**src/rtl/mutex_pkg.sv**
```systemverilog
// Shared types and the rotating-priority pick function for the rr_mutex arbiter.
package mutex_pkg;

    typedef enum logic [1:0] {
        IDLE    = 2'd0,
        GRANT   = 2'd1,
        RELEASE = 2'd2
    } mutex_state_e;

    // Widest requester vector the pick function scans; N must not exceed this.
    localparam int MAX_N  = 32;
    localparam int PICK_W = 5;

    typedef struct packed {
        logic              valid;
        logic [PICK_W-1:0] idx;
    } pick_t;

    // First requesting index at or after ptr, wrapping modulo n.
    function automatic pick_t rr_pick(input logic [MAX_N-1:0] req,
                                      input int unsigned      ptr,
                                      input int unsigned      n);
        pick_t       res;
        int unsigned j;
        res.valid = 1'b0;
        res.idx   = {PICK_W{1'b0}};
        for (int unsigned i = 0; i < MAX_N; i++) begin
            j = ptr + i;
            if (j >= n) begin
                j = j - n;
            end else begin
                j = j;
            end
            if ((i < n) && !res.valid && req[j[PICK_W-1:0]]) begin
                res.valid = 1'b1;
                res.idx   = j[PICK_W-1:0];
            end else begin
                res = res;
            end
        end
        return res;
    endfunction

endpackage

```
**src/rtl/rr_mutex_if.sv**
```systemverilog
// Request/grant bundle between N requesters (master) and the rr_mutex arbiter (slave).
interface rr_mutex_if #(
    parameter int N = 4
) ();
    localparam int IW = (N > 1) ? $clog2(N) : 1;

    logic [N-1:0]  req;
    logic [N-1:0]  gnt;
    logic [IW-1:0] gnt_id;
    logic          busy;
    logic          timeout;

    modport master (output req, input gnt, gnt_id, busy, timeout);
    modport slave  (input req, output gnt, gnt_id, busy, timeout);
endinterface

```
**src/rtl/req_sync.sv**
```systemverilog
// N-bit request synchroniser chain; a depth of zero passes requests straight through.
module req_sync #(
    parameter int N      = 4,
    parameter int STAGES = 2
) (
    input  logic         clk,
    input  logic         rst,
    input  logic [N-1:0] din,
    output logic [N-1:0] dout
);
    generate
        if (STAGES == 0) begin : g_bypass
            logic unused_clk_s;
            assign unused_clk_s = clk ^ rst;
            assign dout = din;
        end else begin : g_chain
            logic [N-1:0] stage_r [STAGES];

            // Shift each request bit through the flop chain.
            always_ff @(posedge clk or posedge rst) begin
                if (rst) begin
                    for (int i = 0; i < STAGES; i++) begin
                        stage_r[i] <= {N{1'b0}};
                    end
                end else begin
                    stage_r[0] <= din;
                    for (int i = 1; i < STAGES; i++) begin
                        stage_r[i] <= stage_r[i-1];
                    end
                end
            end

            assign dout = stage_r[STAGES-1];
        end
    endgenerate
endmodule

```
**src/rtl/rr_mutex.sv**
```systemverilog
// N-way round-robin mutex: synchronised requests, four-phase grant FSM with a
// guaranteed idle gap between owners, and an optional hold-time watchdog.
module rr_mutex
    import mutex_pkg::*;
#(
    parameter int N           = 4,
    parameter int SYNC_STAGES = 2,
    parameter int HOLD_MAX    = 0
) (
    input  logic      clk,
    input  logic      rst,
    rr_mutex_if.slave bus
);
    localparam int             IW       = (N > 1) ? $clog2(N) : 1;
    localparam int             CW       = (HOLD_MAX > 0) ? $clog2(HOLD_MAX + 1) : 1;
    localparam logic [CW-1:0]  HOLD_LIM = CW'(HOLD_MAX);
    localparam logic [N-1:0]   ONE_HOT0 = {{(N-1){1'b0}}, 1'b1};
    localparam logic [IW-1:0]  LAST_IDX = IW'(N - 1);
    localparam bit             WD_EN    = (HOLD_MAX > 0);

    logic [N-1:0]  req_sync_s;
    pick_t         pick_s;
    logic          unused_pick_s;

    mutex_state_e  state_r,   state_nxt_s;
    logic [IW-1:0] ptr_r,     ptr_nxt_s;
    logic [IW-1:0] owner_r,   owner_nxt_s;
    logic [CW-1:0] cnt_r,     cnt_nxt_s;
    logic [N-1:0]  gnt_r,     gnt_nxt_s;
    logic [IW-1:0] gnt_id_r,  gnt_id_nxt_s;
    logic          busy_r;
    logic          timeout_r, timeout_nxt_s;

    req_sync #(
        .N      (N),
        .STAGES (SYNC_STAGES)
    ) u_req_sync (
        .clk  (clk),
        .rst  (rst),
        .din  (bus.req),
        .dout (req_sync_s)
    );

    assign pick_s        = rr_pick(MAX_N'(req_sync_s), 32'(ptr_r), 32'(N));
    assign unused_pick_s = ^pick_s.idx;

    // Next-state, grant, pointer and watchdog decisions.
    always_comb begin
        state_nxt_s   = state_r;
        ptr_nxt_s     = ptr_r;
        owner_nxt_s   = owner_r;
        cnt_nxt_s     = cnt_r;
        gnt_nxt_s     = gnt_r;
        gnt_id_nxt_s  = gnt_id_r;
        timeout_nxt_s = timeout_r;
        case (state_r)
            IDLE: begin
                gnt_nxt_s     = {N{1'b0}};
                timeout_nxt_s = 1'b0;
                if (pick_s.valid) begin
                    owner_nxt_s  = pick_s.idx[IW-1:0];
                    gnt_id_nxt_s = pick_s.idx[IW-1:0];
                    gnt_nxt_s    = ONE_HOT0 << pick_s.idx;
                    cnt_nxt_s    = {CW{1'b0}};
                    state_nxt_s  = GRANT;
                end else begin
                    state_nxt_s  = IDLE;
                end
            end
            GRANT: begin
                if (req_sync_s[owner_r]) begin
                    state_nxt_s = GRANT;
                    if (cnt_r != HOLD_LIM) begin
                        cnt_nxt_s = cnt_r + CW'(1);
                    end else begin
                        cnt_nxt_s = cnt_r;
                    end
                    timeout_nxt_s = WD_EN && (cnt_nxt_s == HOLD_LIM);
                end else begin
                    gnt_nxt_s     = {N{1'b0}};
                    timeout_nxt_s = 1'b0;
                    state_nxt_s   = RELEASE;
                    if (owner_r == LAST_IDX) begin
                        ptr_nxt_s = {IW{1'b0}};
                    end else begin
                        ptr_nxt_s = owner_r + IW'(1);
                    end
                end
            end
            // One forced empty cycle so owners never appear back to back.
            RELEASE: begin
                gnt_nxt_s     = {N{1'b0}};
                timeout_nxt_s = 1'b0;
                state_nxt_s   = IDLE;
            end
            default: begin
                gnt_nxt_s     = {N{1'b0}};
                timeout_nxt_s = 1'b0;
                state_nxt_s   = IDLE;
            end
        endcase
    end

    // State and registered outputs; reset drops any grant without a clock.
    always_ff @(posedge clk or posedge rst) begin
        if (rst) begin
            state_r   <= IDLE;
            ptr_r     <= {IW{1'b0}};
            owner_r   <= {IW{1'b0}};
            cnt_r     <= {CW{1'b0}};
            gnt_r     <= {N{1'b0}};
            gnt_id_r  <= {IW{1'b0}};
            busy_r    <= 1'b0;
            timeout_r <= 1'b0;
        end else begin
            state_r   <= state_nxt_s;
            ptr_r     <= ptr_nxt_s;
            owner_r   <= owner_nxt_s;
            cnt_r     <= cnt_nxt_s;
            gnt_r     <= gnt_nxt_s;
            gnt_id_r  <= gnt_id_nxt_s;
            busy_r    <= |gnt_nxt_s;
            timeout_r <= timeout_nxt_s;
        end
    end

    assign bus.gnt     = gnt_r;
    assign bus.gnt_id  = gnt_id_r;
    assign bus.busy    = busy_r;
    assign bus.timeout = timeout_r;
endmodule

```
**src/flat_wrapper.sv**
```systemverilog
// flat-port wrapper written by rule: the top's interface ports become plain ports
module rr_mutex_flat import mutex_pkg::*;
#(
    parameter int N           = 4,
    parameter int SYNC_STAGES = 2,
    parameter int HOLD_MAX    = 0
)
  (clk, rst, bus_req, bus_gnt, bus_gnt_id, bus_busy, bus_timeout);
  rr_mutex_if #(.N(N)) bus_i ();
  input  logic clk;
  input  logic rst;
  input wire logic [$bits(bus_i.req)-1:0] bus_req;
  output wire logic [$bits(bus_i.gnt)-1:0] bus_gnt;
  output wire logic [$bits(bus_i.gnt_id)-1:0] bus_gnt_id;
  output wire logic [$bits(bus_i.busy)-1:0] bus_busy;
  output wire logic [$bits(bus_i.timeout)-1:0] bus_timeout;
  assign bus_i.req = bus_req;
  assign bus_gnt = bus_i.gnt;
  assign bus_gnt_id = bus_i.gnt_id;
  assign bus_busy = bus_i.busy;
  assign bus_timeout = bus_i.timeout;
  rr_mutex #(.N(N), .SYNC_STAGES(SYNC_STAGES), .HOLD_MAX(HOLD_MAX)) u_core (.clk(clk), .rst(rst), .bus(bus_i));
endmodule
```
**config.mk**
```make
export PLATFORM = sky130hd
export DESIGN_NAME = rr_mutex_flat
export DESIGN_NICKNAME = d
export VERILOG_FILES = /design/src/rtl/mutex_pkg.sv /design/src/rtl/rr_mutex_if.sv /design/src/rtl/req_sync.sv /design/src/rtl/rr_mutex.sv /design/src/flat_wrapper.sv
export SDC_FILE = /design/constraint.sdc
export NUM_CORES = 1
export LEC_CHECK = 0
export CAP_MARGIN = 25
export CORE_MARGIN = 2
export CORE_UTILIZATION = 40
export DETAILED_ROUTE_END_ITERATION = 7
export SLEW_MARGIN = 10
export SYNTH_ARGS = -nofsm -noshare
export SYNTH_HDL_FRONTEND = slang
export SYNTH_SLANG_ARGS = --single-unit
```
**constraint.sdc**
```tcl
create_clock -name clk -period 5.6 [get_ports clk]
set_input_delay 0.84 -clock clk [delete_from_list [all_inputs] [get_ports clk]]
set_output_delay 0.84 -clock clk [all_outputs]
set_load 0.05 [all_outputs]
```
Yosys cells after proc, flatten, opt, wreduce, memory -nomap -nowiden
Index checks and enable logic that the tools add are counted.
{"block": "word_totals", "regBits": 19, "input_bits": 6, "out_inout_bits": 8, "wordCells": 63}
{"block": "classes", "addsub": 8, "order_cmp": 9, "n_eq_ne": 2, "n_shift": 1, "n_mux": 25, "bitwise_logic": 1, "n_reduce_logical": 10}
{"cell": "$ge A32 B3 Y1 const B", "count": 3}
{"cell": "$lt A5 B6 Y1 const B", "count": 4}
{"cell": "$mux W6", "count": 4}
{"cell": "$bmux W1 S5", "count": 4}
{"cell": "$mux W5", "count": 4}
{"cell": "$sub A5 B3 Y5 const B", "count": 3}
{"cell": "$mux W4", "count": 2}
{"cell": "$pmux W4 S2", "count": 1}
{"cell": "$add A2 B2 Y3 const B", "count": 2}
{"cell": "$mux W1", "count": 6}
{"cell": "$shl A1 B5 Y4 const A", "count": 1}
{"cell": "$mux W2", "count": 2}
{"cell": "$pmux W2 S2", "count": 1}
{"cell": "$reduce_and A2 Y1", "count": 2}
{"cell": "$reduce_or A4 Y1", "count": 1}
{"cell": "$sub A2 B3 Y4 const B", "count": 1}
{"cell": "$add A2 B1 Y3 const B", "count": 1}
{"cell": "$ge A2 B3 Y1 const B", "count": 1}
{"cell": "$logic_and A1 B1 Y1", "count": 3}
{"cell": "$logic_not A1 Y1", "count": 3}
{"cell": "$lt A2 B3 Y1 const B", "count": 1}
{"cell": "$add A2 B1 Y2 const B", "count": 1}
{"cell": "$bmux W1 S2", "count": 1}
{"cell": "$eq A2 B1 Y1 const B", "count": 1}
{"cell": "other kinds (3)", "count": 3}

Longest topological paths before layout
{"block": "depth", "word_depth": 18, "mapped_depth": 9, "mapped_depth_nobuf": 7}

Hierarchy
A second synthesis with hierarchy kept.
{"block": "hier_totals", "cells_unflattened": 100, "area_unflattened_um2": 1094.8}
{"module": "rr_mutex", "instances": 1, "cells_per_inst": 87, "area_per_inst_um2": 860.8, "seq_area_each_um2": 275.3}
{"module": "req_sync", "instances": 1, "cells_per_inst": 13, "area_per_inst_um2": 234.0, "seq_area_each_um2": 200.2}

Worst setup path before layout
No wires, ideal clock.
{"block": "synth_path", "path_type": "flip-flop to flip-flop", "startpoint": "reg u_core.ptr_r[0]", "endpoint": "reg u_core.gnt_id_r[1] (netlist: u_core.bus.gnt_id[1])", "setup_time_ns": 0.073, "arrival_ns": 2.059, "required_ns": 5.527, "setup_slack_ns": 3.468, "path_stages_with_launch": 9, "n_path_buf": 2, "period_less_slack_ns": 2.132, "path_cell_list": "dfrtp_1 buf_2 inv_1 ha_1 buf_2 or4_1 o32ai_1 nand3b_1 a21boi_2"}
{"block": "synth_between", "elab_chain_len": 15}
{"item": "from (decl)", "line": "rr_mutex.sv:26", "rtl": "logic [IW-1:0] ptr_r, ptr_nxt_s;"}
{"item": "from (signal assigned)", "line": "rr_mutex.sv:108", "rtl": "ptr_r <= {IW{1'b0}};"}
{"item": "from (signal assigned)", "line": "rr_mutex.sv:117", "rtl": "ptr_r <= ptr_nxt_s;"}
{"item": "parallel branches: the longest is 13 deep, another holds $ge A32 B3 Y1"}
{"item": "$mux W6 (*)", "line": "mutex_pkg.sv:34", "rtl": "if ((i < n) && !res.valid && req[j[PICK_W-1:0]]) begin"}
{"item": "$reduce_and A2 Y1 (no source line)"}
{"item": "to (signal assigned)", "line": "rr_mutex.sv:112", "rtl": "gnt_id_r <= {IW{1'b0}};"}
{"item": "to (signal assigned)", "line": "rr_mutex.sv:121", "rtl": "gnt_id_r <= gnt_id_nxt_s;"}
{"item": "to (decl)", "line": "rr_mutex.sv:30", "rtl": "logic [IW-1:0] gnt_id_r, gnt_id_nxt_s;"}
Mark *: on every way between the ends. The select of a mux whose other input is x is not followed.
A chain may end at the register's enable or synchronous reset.

Worst setup path in the final report
{"block": "layout_path", "startpoint": "reg u_core.ptr_r[0]", "endpoint": "reg u_core.gnt_id_r[0] (netlist: u_core.bus.gnt_id[0])"}
The elaborated chain is that of the path after synthesis.

==> summary.log <==
INFO  synth          ys_types=34
INFO  min_path       hold_path_end=u_core.u_req_sync.dout[1]
INFO  cts            worstSkewPairLatency=0.30ns
INFO  sta            report.final.setup_viol=0
INFO  critical_path  cp_max_fo=13
INFO  pwr            max-vdd-ir-drop=0.3137mV
INFO  final_layout   share_of_cells_above_drive_strength_1=0.07407
INFO  final_layout   final.fill_count=217
INFO  final_layout   finish.net_count=119
INFO  cts            cts-root-buf=sky130_fd_sc_hd__clkbuf_4
INFO  global_routing grt_use_met1=0.2143
INFO  critical_path  regToRegEndpoint=u_core.bus.gnt_id[0]
INFO  floorplanning  num_io_pins=14
INFO  global_routing grt_antenna_before_repair=0
INFO  critical_path  required=5.79ns
INFO  sta            finalCriticalPeriod=2.547ns
INFO  synth          post_synth_main_area_contributors=sky130_fd_sc_hd__dfrtp_1 (47%), sky130_fd_sc_hd__mux4_1 (5.2%), sky130_fd_sc_hd__nand2_1 (5.2%)
INFO  cts            cts-resized-gates=0
INFO  floorplanning  core=2455µm²
INFO  sta            setup-tns-final=0ns
INFO  global_routing top_usage_layer=met1
INFO  cts            post_cts_buffers=0
INFO  floorplanning  die_area=2969µm²
INFO  global_routing overflow=0
INFO  sta            fmax=392.7MHz
INFO  cts            tritoncts=built
INFO  synth          synth_most_common_cell=sky130_fd_sc_hd__dfrtp_1
INFO  cts            clk_pin_slew=0.10ns
INFO  drt            drt_iter0_markers=16
INFO  final_layout   syn2layout_area_growth=13.50%
INFO  drt            via_count=752
INFO  critical_path  cp-end-kind=flip-flop
INFO  critical_path  crit-reg2reg-launch=u_core.ptr_r[0]
INFO  drt            drt-pass1-iter-count=5
INFO  global_routing grt_max_degree=20
INFO  critical_path  ff2ff_path_depth=7
INFO  flow_run       max_cap_viol_count=0
INFO  placement      finalWeightedCongestion=0.7806
INFO  drt            detail-route-antenna-nets=0
INFO  critical_path  worstPathArrival=2.74ns
INFO  critical_path  worst_case_register_to_register_setup_slack=3.05ns
INFO  drt            postRouteWirelength=1881µm
INFO  drt            detailed_route_drc_error_count=0
INFO  global_routing use_met2=0.2129
INFO  floorplanning  die_height=54.49µm
INFO  sta            post-route-period-util=0.4548
INFO  synth          synth.yosys.seq_area_share=0.4663
INFO  global_routing groute.usage.overall=0.1472
INFO  synth          synth.top_cell.area_share=0.4663
INFO  synth          asyncSetResetFlopFracSynth=1.000
INFO  min_path       hold_path.class=reg -> reg
INFO  placement      place.port_buffers=12
INFO  critical_path  start_kind=flip-flop
INFO  global_routing number_of_global_route_vias_before_repair=676
INFO  sta            worst_slew_pin_slew=0.6668ns
INFO  placement      dpl-instance-area=1130µm²
INFO  sta            finalWorstSetupSlack=3.053ns
INFO  synth          avgSynthCellArea=10.30µm²
INFO  sta            slew_headroom=0.5550
INFO  synth          synth.ff_latch_count=19
INFO  sta            report.final.hold_viol_count=0
INFO  synth          synthCells=99
INFO  min_path       hold_crit_start=u_core.u_req_sync.g_chain.stage_r[5]
INFO  synth          yosys_warnings=0
INFO  floorplanning  floorplan.initialDensity=0.4154
INFO  placement      placed_cells_incl_taps=134
INFO  placement      place.detailed.hpwl=1401µm
INFO  sta            maxSlewViolCount=0
INFO  cts            max-clock-path-buffers=2
INFO  global_routing grt_met3_use=0.01639
INFO  synth          synth_enable_flop_cells=0
INFO  cts            cts_made_buffers=3
INFO  global_routing grt_first_pass_wirelength=3036µm
INFO  synth          area_of_the_mapped_netlist=1020µm²
INFO  cts            h-tree-depth=1
INFO  critical_path  worstSetupPathType=reg -> reg
INFO  placement      dp_slack=3.095ns
INFO  floorplanning  std_cell_rows=18
INFO  drt            detail_route.vias_per_cell=5.449
INFO  drt            detail_route.wl_per_cell=13.63µm
INFO  synth          synth_top_flop_cell=sky130_fd_sc_hd__dfrtp_1
INFO  final_layout   final_cell_count_no_fill=138
INFO  pwr            total_leakage_power=0.5033nW
INFO  final_layout   antenna-diode-count=0
INFO  synth          synth.net_count=109
INFO  sta            final.setup_skew=0.001280ns
INFO  outcome        result_of_the_run=complete, no violations
INFO  min_path       timing.hold.worst_path_depth=0
INFO  sta            unrepaired_setup_endpoints_after_global_routing=false
INFO  cts            holdBufCountCts=0
INFO  cts            tritoncts_num_sinks=19
INFO  synth          most_area_hungry_cell_type_in_the_yosys_netlist=sky130_fd_sc_hd__dfrtp_1
INFO  floorplanning  die_w=54.49µm
INFO  synth          synthTopCellsByCount=sky130_fd_sc_hd__dfrtp_1 (19), sky130_fd_sc_hd__nand2_1 (14), sky130_fd_sc_hd__o21ai_0 (7), sky130_fd_sc_hd__inv_1 (5), sky130_fd_sc_hd__nand2b_1 (5)
INFO  pwr            power.density=563.8nW/µm²
INFO  final_layout   fin_area=1157µm²
[critical path, cell delays in order (launching register included)]
cell and delay (ns):
sky130_fd_sc_hd__dfrtp_1 0.62, sky130_fd_sc_hd__inv_1 0.19, sky130_fd_sc_hd__ha_1 0.55, sky130_fd_sc_hd__mux4_1 0.34, sky130_fd_sc_hd__nand2_1 0.12, sky130_fd_sc_hd__o31ai_1 0.12, sky130_fd_sc_hd__nand2_1 0.15, sky130_fd_sc_hd__mux2_2 0.34
[routing by layer]
metal / routed length, µm / up-vias
met4: 41 / 0
met2: 857 / 15
met3: 53 / 5
met5: 0 / -
li1: - / 369
met1: 928 / 363
[worst max-delay path by stage]
stage | start | end | cells after the start
finish | u_core.ptr_r[0] | u_core.bus.gnt_id[0] | 7
CTS | u_core.ptr_r[0] | u_core.bus.gnt_id[0] | 7
floorplan | u_core.ptr_r[0] | u_core.bus.gnt_id[1] | 8
detailed placement | u_core.ptr_r[0] | u_core.bus.gnt_id[0] | 7
global route | u_core.ptr_r[0] | u_core.bus.gnt_id[0] | 7
global placement | u_core.ptr_r[0] | u_core.bus.gnt_id[0] | 7
[through the flow]
stage | hold WS [ns] | util | power [W]
floorplan | 0.3312 | - | 0.0004987
global placement | 0.3327 | 0.4602 | 0.0005808
detailed placement | 0.3378 | 0.4602 | 0.0005856
CTS | 0.3622 | 0.4715 | 0.0006563
global route | 0.3693 | 0.4715 | 0.0007086
finish | 0.3594 | 0.4715 | 0.0006526
[placed cells by master (no fill, tap or decap)]
master                            Yosys  final
sky130_fd_sc_hd__a21oi_1              3      3
sky130_fd_sc_hd__or4_1                1      1
sky130_fd_sc_hd__nand3_1              1      1
sky130_fd_sc_hd__o41ai_1              1      1
sky130_fd_sc_hd__clkinv_2             0      1
sky130_fd_sc_hd__o22ai_1              2      2
sky130_fd_sc_hd__a311oi_1             1      1
sky130_fd_sc_hd__nor3_1               2      2
sky130_fd_sc_hd__nand4_1              1      1
sky130_fd_sc_hd__mux2i_1              3      3
sky130_fd_sc_hd__o32ai_1              1      1
sky130_fd_sc_hd__o21ai_0              7      7
sky130_fd_sc_hd__and3_1               1      1
sky130_fd_sc_hd__dfrtp_1             19     19
sky130_fd_sc_hd__mux4_1               2      2
sky130_fd_sc_hd__o21a_1               1      1
sky130_fd_sc_hd__clkdlybuf4s50_1      0     12
sky130_fd_sc_hd__o311ai_1             1      1
sky130_fd_sc_hd__nand3b_1             2      2
sky130_fd_sc_hd__o31ai_1              1      1
sky130_fd_sc_hd__nand2_1             14     14
sky130_fd_sc_hd__inv_1                5      5
sky130_fd_sc_hd__nor2b_1              2      2
sky130_fd_sc_hd__a21boi_2             1      1
sky130_fd_sc_hd__conb_1               1      1
sky130_fd_sc_hd__nand2b_1             5      5
sky130_fd_sc_hd__ha_1                 4      4
sky130_fd_sc_hd__clkbuf_4             0      3
sky130_fd_sc_hd__nor2_1               4      4
sky130_fd_sc_hd__nor3b_2              1      1
sky130_fd_sc_hd__and3b_1              1      1
sky130_fd_sc_hd__nor4_1               2      2
sky130_fd_sc_hd__mux2_2               2      2
[flip-flops by register name (all words and copies together) (netlist names)]
name / flops
u_core.bus.gnt_id: 2
u_core.u_req_sync.g_chain.stage_r: 4
u_core.ptr_r: 2
u_core.u_req_sync.dout: 4
u_core.bus.busy: 1
u_core.state_r: 2
u_core.bus.gnt: 4
[cell type report]
| cell class | instances | area [µm²] | share of cell area |
|---|---|---|---|
| multi-input combinational | 68 | 478.0 | 0.4130 |
| sequential | 19 | 475.5 | 0.4108 |
| timing repair buffer | 12 | 120.1 | 0.1038 |
| tap | 30 | 37.54 | 0.03243 |
| clock buffer | 3 | 22.52 | 0.01946 |
| inverter | 5 | 18.77 | 0.01622 |
| clock inverter | 1 | 5.005 | 0.004324 |
[logic make-up (layout without fill, tap and decap cells)]
kind of cell | after synthesis | in the layout | share of synthesized area
AO/OA/AOI/OAI | 19 | 19 | 0.1215
buffers and inverters | 12 | 21 | 0.06503
flip-flops | 19 | 19 | 0.4663
multiplexers | 7 | 7 | 0.1031
AND/OR/NAND/NOR | 37 | 37 | 0.1914
other | 1 | 1 | 0.003677
adder cells (fa/ha/maj) | 4 | 4 | 0.04908
[power breakdown]
part	internal, W	leakage [nW]	total (W)	switching (W)
Combinational	0.000149	0.253	0.000363	0.000215
Clock	0.0000266	0.0177	0.0000680	0.0000413
Sequential	0.000174	0.232	0.000221	0.0000467
Total	0.000350	0.503	0.000653	0.000303
Note: power is estimated with default switching activity, not from simulation.
